<file path="src/rtl/fpu_pkg.sv">
// Shared constants for the FPU load path: format codes, tag encodings and
// the exponent biases used to rebias memory formats into extended precision.
package fpu_pkg;

    localparam logic [2:0] FMT_SINGLE   = 3'd0;
    localparam logic [2:0] FMT_DOUBLE   = 3'd1;
    localparam logic [2:0] FMT_EXTENDED = 3'd2;
    localparam logic [2:0] FMT_INT16    = 3'd3;
    localparam logic [2:0] FMT_INT32    = 3'd4;
    localparam logic [2:0] FMT_INT64    = 3'd5;
    localparam logic [2:0] FMT_BCD      = 3'd6;
    localparam logic [2:0] FMT_RESERVED = 3'd7;

    localparam logic [1:0] TAG_VALID   = 2'b00;
    localparam logic [1:0] TAG_ZERO    = 2'b01;
    localparam logic [1:0] TAG_SPECIAL = 2'b10;
    localparam logic [1:0] TAG_EMPTY   = 2'b11;

    localparam logic [14:0] EXT_BIAS        = 15'd16383;
    localparam logic [14:0] EXT_EXP_MAX     = 15'h7FFF;
    localparam logic [14:0] SGL_BIAS_DELTA  = 15'd16256;
    localparam logic [14:0] DBL_BIAS_DELTA  = 15'd15360;
    localparam logic [14:0] INT_EXP         = 15'd16446;

    localparam logic [79:0] FPU_INDEFINITE = 80'hFFFF_C000_0000_0000_0000;

endpackage

</file>
<file path="src/rtl/fpu_bcd_accumulator.sv">
// One step of packed-BCD to binary conversion: acc*10 + digit, flagging
// any nibble that is not a decimal digit.
module fpu_bcd_accumulator (
    input  logic [63:0] acc,
    input  logic [3:0]  digit,
    output logic [63:0] acc_next,
    output logic        digit_ok
);

    always_comb begin
        acc_next = (acc << 3) + (acc << 1) + {60'd0, digit};
        digit_ok = (digit <= 4'd9);
    end

endmodule

</file>
<file path="src/rtl/fpu_format_loader.sv">
// Converts a memory operand into an 80-bit extended value plus tag for the
// register stack. Packed-BCD loading is built only when FPU_BCD_LOAD_EN is defined.
module fpu_format_loader
    import fpu_pkg::*;
(
    input  logic        clk,
    input  logic        reset_n,
    input  logic        in_valid,
    output logic        in_ready,
    input  logic [2:0]  in_format,
    input  logic [79:0] in_data,
    output logic        out_valid,
    input  logic        out_ready,
    output logic [79:0] out_value,
    output logic [1:0]  out_tag,
    output logic        out_invalid
);

    localparam logic [1:0] ST_IDLE = 2'd0;
    localparam logic [1:0] ST_BCD  = 2'd1;
    localparam logic [1:0] ST_NORM = 2'd2;
    localparam logic [1:0] ST_DONE = 2'd3;

    logic [1:0]  state;
    logic        sign_q;
    logic [14:0] exp_q;
    logic [63:0] mant_q;
    logic [1:0]  tag_q;
    logic        invalid_q;

    logic        dec_sign;
    logic [14:0] dec_exp;
    logic [63:0] dec_mant;
    logic [1:0]  dec_tag;
    logic        dec_invalid;
    logic [1:0]  dec_state;
    logic        is_int;
    logic [63:0] int_val;
    logic [63:0] int_mag;

`ifdef FPU_BCD_LOAD_EN
    logic [71:0] bcd_digits;
    logic [4:0]  bcd_count;
    logic [63:0] acc_next;
    logic        digit_ok;

    fpu_bcd_accumulator u_bcd_acc (
        .acc      (mant_q),
        .digit    (bcd_digits[71:68]),
        .acc_next (acc_next),
        .digit_ok (digit_ok)
    );
`endif

    assign in_ready    = (state == ST_IDLE);
    assign out_valid   = (state == ST_DONE);
    assign out_value   = {sign_q, exp_q, mant_q};
    assign out_tag     = tag_q;
    assign out_invalid = invalid_q;

    // Operand decode happens in the accept cycle; only denormals and integers
    // whose magnitude lacks bit 63 need the serial normalizer.
    always_comb begin
        dec_sign    = 1'b0;
        dec_exp     = 15'd0;
        dec_mant    = 64'd0;
        dec_tag     = TAG_VALID;
        dec_invalid = 1'b0;
        dec_state   = ST_DONE;
        is_int      = 1'b0;
        int_val     = 64'd0;
        int_mag     = 64'd0;
        case (in_format)
            FMT_SINGLE: begin
                dec_sign = in_data[31];
                if (in_data[30:23] == 8'd0) begin
                    if (in_data[22:0] == 23'd0) begin
                        dec_tag = TAG_ZERO;
                    end else begin
                        dec_exp   = SGL_BIAS_DELTA + 15'd1;
                        dec_mant  = {1'b0, in_data[22:0], 40'd0};
                        dec_state = ST_NORM;
                    end
                end else if (in_data[30:23] == 8'hFF) begin
                    dec_exp  = EXT_EXP_MAX;
                    dec_mant = {1'b1, in_data[22:0], 40'd0};
                    dec_tag  = TAG_SPECIAL;
                end else begin
                    dec_exp  = {7'd0, in_data[30:23]} + SGL_BIAS_DELTA;
                    dec_mant = {1'b1, in_data[22:0], 40'd0};
                end
            end
            FMT_DOUBLE: begin
                dec_sign = in_data[63];
                if (in_data[62:52] == 11'd0) begin
                    if (in_data[51:0] == 52'd0) begin
                        dec_tag = TAG_ZERO;
                    end else begin
                        dec_exp   = DBL_BIAS_DELTA + 15'd1;
                        dec_mant  = {1'b0, in_data[51:0], 11'd0};
                        dec_state = ST_NORM;
                    end
                end else if (in_data[62:52] == 11'h7FF) begin
                    dec_exp  = EXT_EXP_MAX;
                    dec_mant = {1'b1, in_data[51:0], 11'd0};
                    dec_tag  = TAG_SPECIAL;
                end else begin
                    dec_exp  = {4'd0, in_data[62:52]} + DBL_BIAS_DELTA;
                    dec_mant = {1'b1, in_data[51:0], 11'd0};
                end
            end
            FMT_EXTENDED: begin
                dec_sign = in_data[79];
                dec_exp  = in_data[78:64];
                dec_mant = in_data[63:0];
                if (in_data[78:64] == 15'd0 && in_data[63:0] == 64'd0)
                    dec_tag = TAG_ZERO;
                else if (in_data[78:64] == EXT_EXP_MAX || in_data[78:64] == 15'd0)
                    dec_tag = TAG_SPECIAL;
            end
            FMT_INT16: begin
                is_int  = 1'b1;
                int_val = {{48{in_data[15]}}, in_data[15:0]};
            end
            FMT_INT32: begin
                is_int  = 1'b1;
                int_val = {{32{in_data[31]}}, in_data[31:0]};
            end
            FMT_INT64: begin
                is_int  = 1'b1;
                int_val = in_data[63:0];
            end
`ifdef FPU_BCD_LOAD_EN
            FMT_BCD: begin
                dec_sign  = in_data[79];
                dec_exp   = INT_EXP;
                dec_state = ST_BCD;
            end
`endif
            default: begin
                {dec_sign, dec_exp, dec_mant} = FPU_INDEFINITE;
                dec_tag     = TAG_SPECIAL;
                dec_invalid = 1'b1;
            end
        endcase
        if (is_int) begin
            int_mag = int_val[63] ? (~int_val + 64'd1) : int_val;
            if (int_mag == 64'd0) begin
                dec_tag = TAG_ZERO;
            end else begin
                dec_sign  = int_val[63];
                dec_exp   = INT_EXP;
                dec_mant  = int_mag;
                dec_state = int_mag[63] ? ST_DONE : ST_NORM;
            end
        end
    end

    // Sequencer: NORM finishes on the very shift that sets bit 63, giving a
    // latency of one accept cycle plus one cycle per leading zero.
    always_ff @(posedge clk or negedge reset_n) begin
        if (!reset_n) begin
            state     <= ST_IDLE;
            sign_q    <= 1'b0;
            exp_q     <= 15'd0;
            mant_q    <= 64'd0;
            tag_q     <= TAG_EMPTY;
            invalid_q <= 1'b0;
`ifdef FPU_BCD_LOAD_EN
            bcd_digits <= 72'd0;
            bcd_count  <= 5'd0;
`endif
        end else begin
            case (state)
                ST_IDLE: begin
                    if (in_valid) begin
                        sign_q    <= dec_sign;
                        exp_q     <= dec_exp;
                        mant_q    <= dec_mant;
                        tag_q     <= dec_tag;
                        invalid_q <= dec_invalid;
                        state     <= dec_state;
`ifdef FPU_BCD_LOAD_EN
                        bcd_digits <= in_data[71:0];
                        bcd_count  <= 5'd0;
`endif
                    end
                end
`ifdef FPU_BCD_LOAD_EN
                ST_BCD: begin
                    if (!digit_ok) begin
                        {sign_q, exp_q, mant_q} <= FPU_INDEFINITE;
                        tag_q     <= TAG_SPECIAL;
                        invalid_q <= 1'b1;
                        state     <= ST_DONE;
                    end else begin
                        mant_q     <= acc_next;
                        bcd_digits <= bcd_digits << 4;
                        bcd_count  <= bcd_count + 5'd1;
                        if (bcd_count == 5'd17) begin
                            if (acc_next == 64'd0) begin
                                exp_q <= 15'd0;
                                tag_q <= TAG_ZERO;
                                state <= ST_DONE;
                            end else begin
                                state <= ST_NORM;
                            end
                        end
                    end
                end
`endif
                ST_NORM: begin
                    if (mant_q[63]) begin
                        state <= ST_DONE;
                    end else begin
                        mant_q <= mant_q << 1;
                        exp_q  <= exp_q - 15'd1;
                        if (mant_q[62])
                            state <= ST_DONE;
                    end
                end
                ST_DONE: begin
                    if (out_ready)
                        state <= ST_IDLE;
                end
                default: state <= ST_IDLE;
            endcase
        end
    end

endmodule

</file>
<file path="config.mk">
export PLATFORM = sky130hd
export DESIGN_NAME = fpu_format_loader
export DESIGN_NICKNAME = d
export VERILOG_FILES = /design/src/rtl/fpu_pkg.sv /design/src/rtl/fpu_bcd_accumulator.sv /design/src/rtl/fpu_format_loader.sv
export SDC_FILE = /design/constraint.sdc
export NUM_CORES = 1
export LEC_CHECK = 0
export ABC_AREA = 1
export CORE_MARGIN = 1
export CORE_UTILIZATION = 40
export CTS_BUF_LIST = sky130_fd_sc_hd__clkbuf_4
export CTS_CLUSTER_SIZE = 16
export DETAILED_ROUTE_END_ITERATION = 8
export GPL_TIMING_DRIVEN = 1
export PLACE_DENSITY = 0.76
export SLEW_MARGIN = 10
export SYNTH_ARGS = -nofsm -noshare
export SYNTH_HDL_FRONTEND = slang
export SYNTH_SLANG_ARGS = --single-unit
</file>
<file path="constraint.sdc">
create_clock -name clk -period 2 [get_ports clk]
set_input_delay 0.3 -clock clk [delete_from_list [all_inputs] [get_ports clk]]
set_output_delay 0.3 -clock clk [all_outputs]
set_load 0.01 [all_outputs]
</file>
==> out/results.env, run 1 <==
RUN_STATUS='complete, but fails checks'
VIOLATED_CHECKS='negative setup slack'
RSZ0062_AT_GRT='true'
POWER_LEAKAGE_uW=0.00910
CHIPWIDTH_UM=156
PLACEDINSTANCEAREA_UM2=15000
FINAL.SETUP.WORST_SLACK_PS=-731
HOLD_VIOL=0
VIAS=15700
SKEW_PS=32.7
VDD.IR_DROP.WORST_uV=947
MAXSLEWHEADROOM_PCT=69.1
CELL_COUNT_AFTER_SYNTHESIS=1698
VIA_COUNT_OF_THE_FIRST_GLOBAL_ROUTING_PASS=14000
MIN_TCLK_POST_ROUTE_PS=2730
SYNTH_AREA_PER_CELL_UM2=5.62
CELLPOWERDENSITY_nW_PER_UM2=849
PLACE.GP.CONGESTION=1.06
CLOCK_LATENCY_PS=460
DPL.HPWL_UM=42600
CTS-BUFFERS-INSERTED=9
AREA.GROWTH.SYNTH_TO_FINAL_PCT=92.5
LAYOUT.CORE_UTILIZATION_PCT=78.5
TOP_LEVEL_PORTS=172
GR-USAGE-ALL-LAYERS_PCT=43.4
FLOP_PWR_SHARE_PCT=22.4
ANTENNA_FOUND_INITIAL=1
CRIT_PATH_START_KIND='input port'
GRT_REMAINING_OVERFLOW=0
SETUP.WORST_PATH.END_CLASS='register'
SYN_AREA_UM2=9540
CTS.ROOT.BUFFER_CELL='clkbuf_4'
CRITICAL_PATH_REQUIRED_PS=2360
LAYOUT-DRIVE-GT1-SHARE_PCT=44.2
FIRST_PASS_ITERS=9
REG2REG_FROM='exp_q[1]$_DFFE_PN0P_'
POWER_FRAC_CLOCK_PCT=7.0
NUM_ROWS=56
TIMING.HOLD.WORST.CLASS='in -> async'
SETUP-TNS-FINAL_PS=-13090
FIN_WORST_HOLD_SLACK_PS=303
CRIT_ARRIVAL_PS=3090
SYNTH.LIB_CELLS_USED.DISTINCT=45
MULTI_INPUT_COMB_AREA_UM2=8390
MAXCAPVIOLCOUNT=0
TOTALWIRELENGTH_UM=57400
VIAS_PER_CELL=5.84
FINALNETCOUNT=2446
CTS_TREE='built'
SYNTH_EDF_COUNT=0
CELLINTERNALPOWER_uW=8070
FILLCELLCOUNT=1689
FLOORPLAN.DIE_AREA_UM2=24500
YOSYSSEQAREASHARE_PCT=22.3
H-TREE-DEPTH=3
SYNTH-ASYNC-RESET-RATIO_PCT=100
DIE_H_UM=156
POST-PLACE-WS_PS=-1720
SYN-NUM-NETS=1787
GRT_FIRST_PASS_WIRELENGTH_UM=80200
CRIT_PATH_MAX_FANOUT=8
FINAL_ANTENNA_NET_COUNT=0
SETUP_VIOL=42
WORSTMARGINPINSLEW_PS=461
PERIOD_SHARE_PCT=137
CTS_SINK_COUNT=85
FLOPS_LATCHES_SYNTH=85
MAXIMUM_NUMBER_OF_PINS_ON_ONE_NET_BEFORE_GLOBAL_ROUTE_REPAIR=90
FIRST_ITER_VIOLATIONS=2244
TIMING.FMAX_GHz=0.366
TOTAL_CORE_AREA_UM2=23400
POWER.COMBINATIONAL.FRACTION_PCT=70.6
CRIT_TYPE='in -> reg'
BUFFER_PORTS.INSERTED=171
PATH_CLK_SLEW_PS=170
STARTING_DENSITY_PCT=40.8
SLEW_VIOL_FINAL=0
CLOCKBUFFERDEPTH=2
REGAREA_UM2=2130
POWER.NET_SWITCHING_uW=7520
YS.FLOP_TYPE='dfrtp_1'
DRCVIOLATIONCOUNT=0
FINAL_CELL_AREA_UM2=18400
WIRE_PER_INST_UM=21.4
POWER_SWITCHING_SHARE_PCT=48.2
SETUP.WORST_PATH.START='in_format[2]'
YOSYSWARNINGCOUNT=0
## sequential cells by signal (all words and copies together), names as in the netlist
register     flops
mant_q          64
exp_q           15
out_tag          2
state            2
out_invalid      1
sign_q           1
## placed cells by master, fill, tap and decap left out, types with 40 or more instances in the layout
cell / synthesis / routed
a21oi_1: 52 / 41
nand3_1: 153 / 87
o211ai_1: 43 / 43
nand3_2: 1 / 46
nand4_1: 55 / 55
nand2_1: 521 / 376
buf_4: 4 / 475
inv_1: 185 / 157
dfrtp_1: 83 / 83
nor2_4: 2 / 54
nor2_2: 5 / 52
buf_6: 2 / 52
o21ai_0: 98 / 40
nor2_1: 231 / 132
nand2_2: 7 / 126
clkdlybuf4s50_1: 0 / 129
## final timing paths
kind,endpoint,slack (ps),cells past startpoint
worst max-delay path,exp_q[3]$_DFFE_PN0P_,-730,24
worst min-delay path,mant_q[9]$_DFFE_PN0P_,300,2
worst max register to register,exp_q[12]$_DFFE_PN0P_,90,12
worst min register to register,out_tag[1]$_DFFE_PN1P_,510,2
max in group asynchronous,out_tag[0]$_DFFE_PN1P_,1080,3
min in group clk,out_tag[1]$_DFFE_PN1P_,510,2
## metrics by stage
stage,std cells,total power (uW)
detailed placement,2561,12600
global placement,2561,12400
CTS,2652,14600
floorplan,1698,7780
global route,2682,16500
finish,2682,15600
## what timing repair did
item	in CTS	in global routing
setup buffers	73	33
cloned	8	3
setup endpoints to repair	85	70
resized for setup	468	279
endpoints found under the hold margin	29	0
pin swaps	138	130
hold buffers	1	0
## cell usage after synthesis (6+ instances only)
cell type | instances | share of area [%]
inv_1 | 185 | 7.3
nor4_1 | 16 | 1.0
o211ai_1 | 43 | 3.4
nand3_1 | 153 | 8.0
buf_1 | 8 | 0.31
clkbuf_1 | 49 | 1.9
o22ai_1 | 33 | 2.2
nor3_1 | 11 | 0.58
nand4_1 | 55 | 3.6
o31ai_1 | 6 | 0.47
nand2_2 | 7 | 0.46
o21ai_0 | 98 | 5.1
o21ai_1 | 17 | 0.89
nand2_1 | 521 | 21
o221ai_1 | 25 | 2.3
a31oi_1 | 9 | 0.59
nand3b_1 | 10 | 0.79
dfrtp_1 | 83 | 22
buf_2 | 25 | 1.3
a21oi_1 | 52 | 2.7
nor2_1 | 231 | 9.1
## logic make-up after synthesis
family | after synthesis | synth area share (%)
xor+xnor | 7 | 0.643
fa+ha+maj | 2 | 0.262
simple gates | 1018 | 45.3
compound gates | 307 | 19.8
flops | 85 | 22.3
buf+inv | 279 | 11.6
## metal layers
metal	wire length [um]	GRT usage, %	vias to the layer above
met5	0	0	-
met4	3270	16.8	0
met3	6390	7.86	281
met2	25300	67.7	1126
met1	22500	59.2	7239
li1	-	-	7005
## worst max-delay path, stage by stage
cell and delay [ps]:
buf_8 100, buf_8 120, buf_12 140, buf_8 130
nand4_1 150, nand4_1 300, nor2_2 280, buf_6 130
nand2_2 50, nand2_2 90, nand2_2 70, nor2_4 140
nand2_1 70, nand2_1 70, nand2_2 80, nor2_2 110
nand2_1 50, inv_1 60, nand2_2 60, nor2_4 180
buf_4 140, nand3_1 50, nand2_1 90, a21oi_1 90
## cell type report
| cell class | count | share of cell area, % |
|---|---|---|
| timing repair buffer | 734 | 35.7 |
| timing repair inverter | 1 | 0.0341 |
| clock buffer | 10 | 0.409 |
| tap | 319 | 2.17 |
| multi-input combinational | 1335 | 45.7 |
| sequential | 85 | 11.6 |
| inverter | 191 | 4.02 |
| antenna | 1 | 0.0136 |
| clock inverter | 6 | 0.388 |
## power by group through the flow
stage	clock [uW]	sequential, uW	combinational (uW)
after floorplan	0	3660	4130
after global placement	0	3440	8920
after detailed placement	0	3460	9180
after CTS	1080	3440	10000
after global routing	1160	3580	11700
final	1090	3490	11000
Note: power is estimated with default switching activity, not from simulation.
==> run 2: changes to the inputs <==
--- a/config.mk
+++ b/config.mk
@@ -6,7 +6,7 @@
 export NUM_CORES = 1
 export LEC_CHECK = 0
 export ABC_AREA = 1
-export CORE_MARGIN = 1
+export CORE_MARGIN = 2
 export CORE_UTILIZATION = 40
 export CTS_BUF_LIST = sky130_fd_sc_hd__clkbuf_4
 export CTS_CLUSTER_SIZE = 16
==> run 2 against run 1 <==
  * Cell count fell by 2.5%
  * Core utilization is 6.2 points lower
  * The run still ends with negative setup slack left
  * Largest cell class unchanged
  * Highest routed layer unchanged
  * Critical path type unchanged
  * Register-to-register slack gained 50 ps
==> out/results.env, run 2 (synthesis results as in run 1) <==
VIAS=14800  # was 15,700
NUM_ROWS=56  # unchanged
TIMING.FMAX_GHz=0.390  # was 0.366 GHz
TOTAL_CORE_AREA_UM2=23500  # was 23,400 um^2
CRITPATHSLOWESTCELL='nand4_4'  # was nand4_1
WIRE_PER_INST_UM=20.1  # was 21.4 um
TOTALWIRELENGTH_UM=52400  # was 57,400 um
HOLD_VIOL=0  # unchanged
FINAL_CELL_AREA_UM2=17000  # was 18,400 um^2
DRCVIOLATIONCOUNT=0  # unchanged
RUN_STATUS='complete, but fails checks'  # unchanged
ANTENNA_FOUND_INITIAL=2  # was 1
CLOCK_LATENCY_PS=450  # was 460 ps
CELLPOWERDENSITY_nW_PER_UM2=849  # about the same
LAYOUT-DRIVE-GT1-SHARE_PCT=36.3  # was 44.2%
MAXIMUM_NUMBER_OF_PINS_ON_ONE_NET_BEFORE_GLOBAL_ROUTE_REPAIR=119  # was 90
CRIT_ARRIVAL_PS=2940  # was 3090 ps
BUFFER_PORTS.INSERTED=171  # unchanged
LAYOUT.CORE_UTILIZATION_PCT=72.2  # was 78.5%
CLOCKBUFFERDEPTH=2  # unchanged
CTS.ROOT.BUFFER_CELL='clkbuf_4'  # unchanged
CHIPWIDTH_UM=158  # was 156 um
REG2REG_FROM='state[1]$_DFFE_PN0P_'  # was exp_q[1]$_DFFE_PN0P_
VIAS_PER_CELL=5.67  # was 5.84
H-TREE-DEPTH=3  # unchanged
FLOP_PWR_SHARE_PCT=24.1  # was 22.4%
MIN_TCLK_POST_ROUTE_PS=2570  # was 2730 ps
VIOLATED_CHECKS='negative setup slack'  # unchanged
LARGESTREGISTERS='mant_q x64, exp_q x15'  # unchanged
TOP_LEVEL_PORTS=172  # unchanged
FLOORPLAN.DIE_AREA_UM2=25100  # was 24,500 um^2
FINALNETCOUNT=2377  # was 2,446
DETAILROUTE.WIRELENGTH.MET2_UM=23400  # was 25,300 um
CRIT_TYPE='in -> reg'  # unchanged
POWER.NET_SWITCHING_uW=6930  # was 7520 uW
GRT_FIRST_PASS_WIRELENGTH_UM=76500  # was 80,200 um
CTS_SINK_COUNT=85  # unchanged
SETUP_VIOL=37  # was 42
CTS-BUFFERS-INSERTED=9  # unchanged
FIRST_ITER_VIOLATIONS=1746  # was 2,244
WORSTREGTOREGCELLS=8  # was 12
CTS_TREE='built'  # unchanged
POWER.COMBINATIONAL.FRACTION_PCT=69.2  # was 70.6%
RSZ0062_AT_GRT='true'  # unchanged
POWER_LEAKAGE_uW=0.00856  # was 0.00910 uW
PERIOD_SHARE_PCT=128  # was 137%
TIMING.CRITICAL_PATH.SLOWEST_CELL_DELAY_PS=190  # was 300 ps
PATH_DELAY_FAMILY='simple AND/OR/NAND/NOR gates'  # unchanged
MOST_FREQUENT_CELLS_IN_THE_LAYOUT='456 x buf_4, 437 x nand2_1, 170 x inv_1'  # was 475 x buf_4, 376 x nand2_1, 157 x inv_1
WORSTMARGINPINSLEW_PS=503  # was 461 ps
DIE_H_UM=158  # was 156 um
WL_MET3_UM=4960  # was 6390 um
RR_ENDPOINT='exp_q[2]$_DFFE_PN0P_'  # was exp_q[12]$_DFFE_PN0P_
SKEW_PS=39.0  # was 32.7 ps
CRITICAL_PATH_REQUIRED_PS=2370  # was 2360 ps
CRIT_PATH_MAX_FANOUT=10  # was 8
LARGEST_REGISTER_FF_COUNT=64  # unchanged
CELLINTERNALPOWER_uW=7460  # was 8070 uW
PLACEDINSTANCEAREA_UM2=14900  # was 15,000 um^2
POWER_SWITCHING_SHARE_PCT=48.2  # about the same
R2R_SETUP_SLACK_PS=140  # was 90 ps
FILLCELLCOUNT=2006  # was 1,689
CPMOSTUSEDCELL='nand2_1'  # was nand2_2
PLACE.GP.CONGESTION=1.04  # was 1.06
FIRST_PASS_ITERS=6  # was 9
MAXSLEWHEADROOM_PCT=66.3  # was 69.1%
POWER_FRAC_CLOCK_PCT=6.6  # was 7.0%
SLEW_VIOL_FINAL=0  # unchanged
TIMING.CRITICAL_PATH.DEPTH=25  # was 24
CP_NUM_BUF_INV=7  # unchanged
TIMING.HOLD.WORST.CLASS='in -> async'  # unchanged
SETUP.WORST_PATH.START='in_format[2]'  # unchanged
FINAL_ANTENNA_NET_COUNT=0  # unchanged
GR-USAGE-ALL-LAYERS_PCT=40.2  # was 43.4%
AREA.GROWTH.SYNTH_TO_FINAL_PCT=77.7  # was 92.5%
ROUTE.LAYER.MET1.WL_UM=21500  # was 22,500 um
SETUP.WORST_PATH.END_CLASS='register'  # unchanged
MAXCAPVIOLCOUNT=0  # unchanged
FINAL.SETUP.WORST_SLACK_PS=-566  # was -731 ps
GRT_REMAINING_OVERFLOW=0  # unchanged
CRIT_PATH_START_KIND='input port'  # unchanged
LAYOUT_COMMONEST_CELL='buf_4'  # unchanged
VDD.IR_DROP.WORST_uV=1060  # was 947 uV
CRITPATHCAPTURE='exp_q[1]$_DFFE_PN0P_'  # was exp_q[3]$_DFFE_PN0P_
VIA_COUNT_OF_THE_FIRST_GLOBAL_ROUTING_PASS=13700  # was 14,000
STARTING_DENSITY_PCT=40.6  # was 40.8%
HIGHEST_LAYER='met4'  # unchanged
PATH_CLK_SLEW_PS=170  # about the same
REGISTERS.TOP_BY_FF_COUNT='mant_q'  # unchanged
DPL.HPWL_UM=41700  # was 42,600 um
-- run 2: what timing repair did --
item	4_1_cts	5_1_grt
endpoints found under the setup margin	84	75
setup buffers	27	15
cloned	3	4
endpoints found under the hold margin	30	0
pin swaps	60	43
gates resized for setup	301	176
hold buffers	1	0
-- run 2: how the worst min path moves through the flow --
| stage | startpoint | endpoint | slack, ps |
|---|---|---|---|
| detailed placement | reset_n | mant_q[19]$_DFFE_PN0P_ | 270 |
| CTS | reset_n | mant_q[21]$_DFFE_PN0P_ | 290 |
| finish | reset_n | mant_q[20]$_DFFE_PN0P_ | 320 |
| floorplan | reset_n | exp_q[0]$_DFFE_PN0P_ | 4 |
| global placement | reset_n | mant_q[19]$_DFFE_PN0P_ | 260 |
| global route | reset_n | mant_q[20]$_DFFE_PN0P_ | 340 |
-- run 2: power by group through the flow --
stage | Sequential, uW | Combinational (uW) | Clock, uW
final | 3470 | 9960 | 951
after global routing | 3580 | 10700 | 1030
after CTS | 3440 | 9440 | 963
after detailed placement | 3470 | 9050 | 0
after global placement | 3440 | 8820 | 0
after floorplan | 3660 | 4130 | 0
-- run 2: stage by stage --
stage	hold WS [ps]	setup TNS, ps	setup WS (ps)	instances	total power [uW]
after floorplan	4.41	-7910	-608	1698	7780
after global placement	264	-88160	-1660	2548	12300
after detailed placement	271	-91120	-1710	2548	12500
after CTS	291	-5650	-521	2594	13800
after global routing	341	-12800	-742	2613	15400
final	317	-7630	-566	2614	14400
-- run 2: final cells by class --
cell class | count | area (um^2) | area share [%]
multi-input combinational | 1334 | 7730 | 45.6
inverter | 191 | 729 | 4.30
antenna | 2 | 5.00 | 0.0295
timing repair buffer | 667 | 5830 | 34.4
sequential | 85 | 2130 | 12.6
tap | 319 | 399 | 2.35
clock inverter | 6 | 47.5 | 0.280
clock buffer | 10 | 75.1 | 0.443
-- run 2: routing by layer --
metal	up-vias	track usage, %
li1	6847	-
met3	179	6.89
met2	813	64.5
met1	6970	54.0
met5	-	0
met4	0	15.5
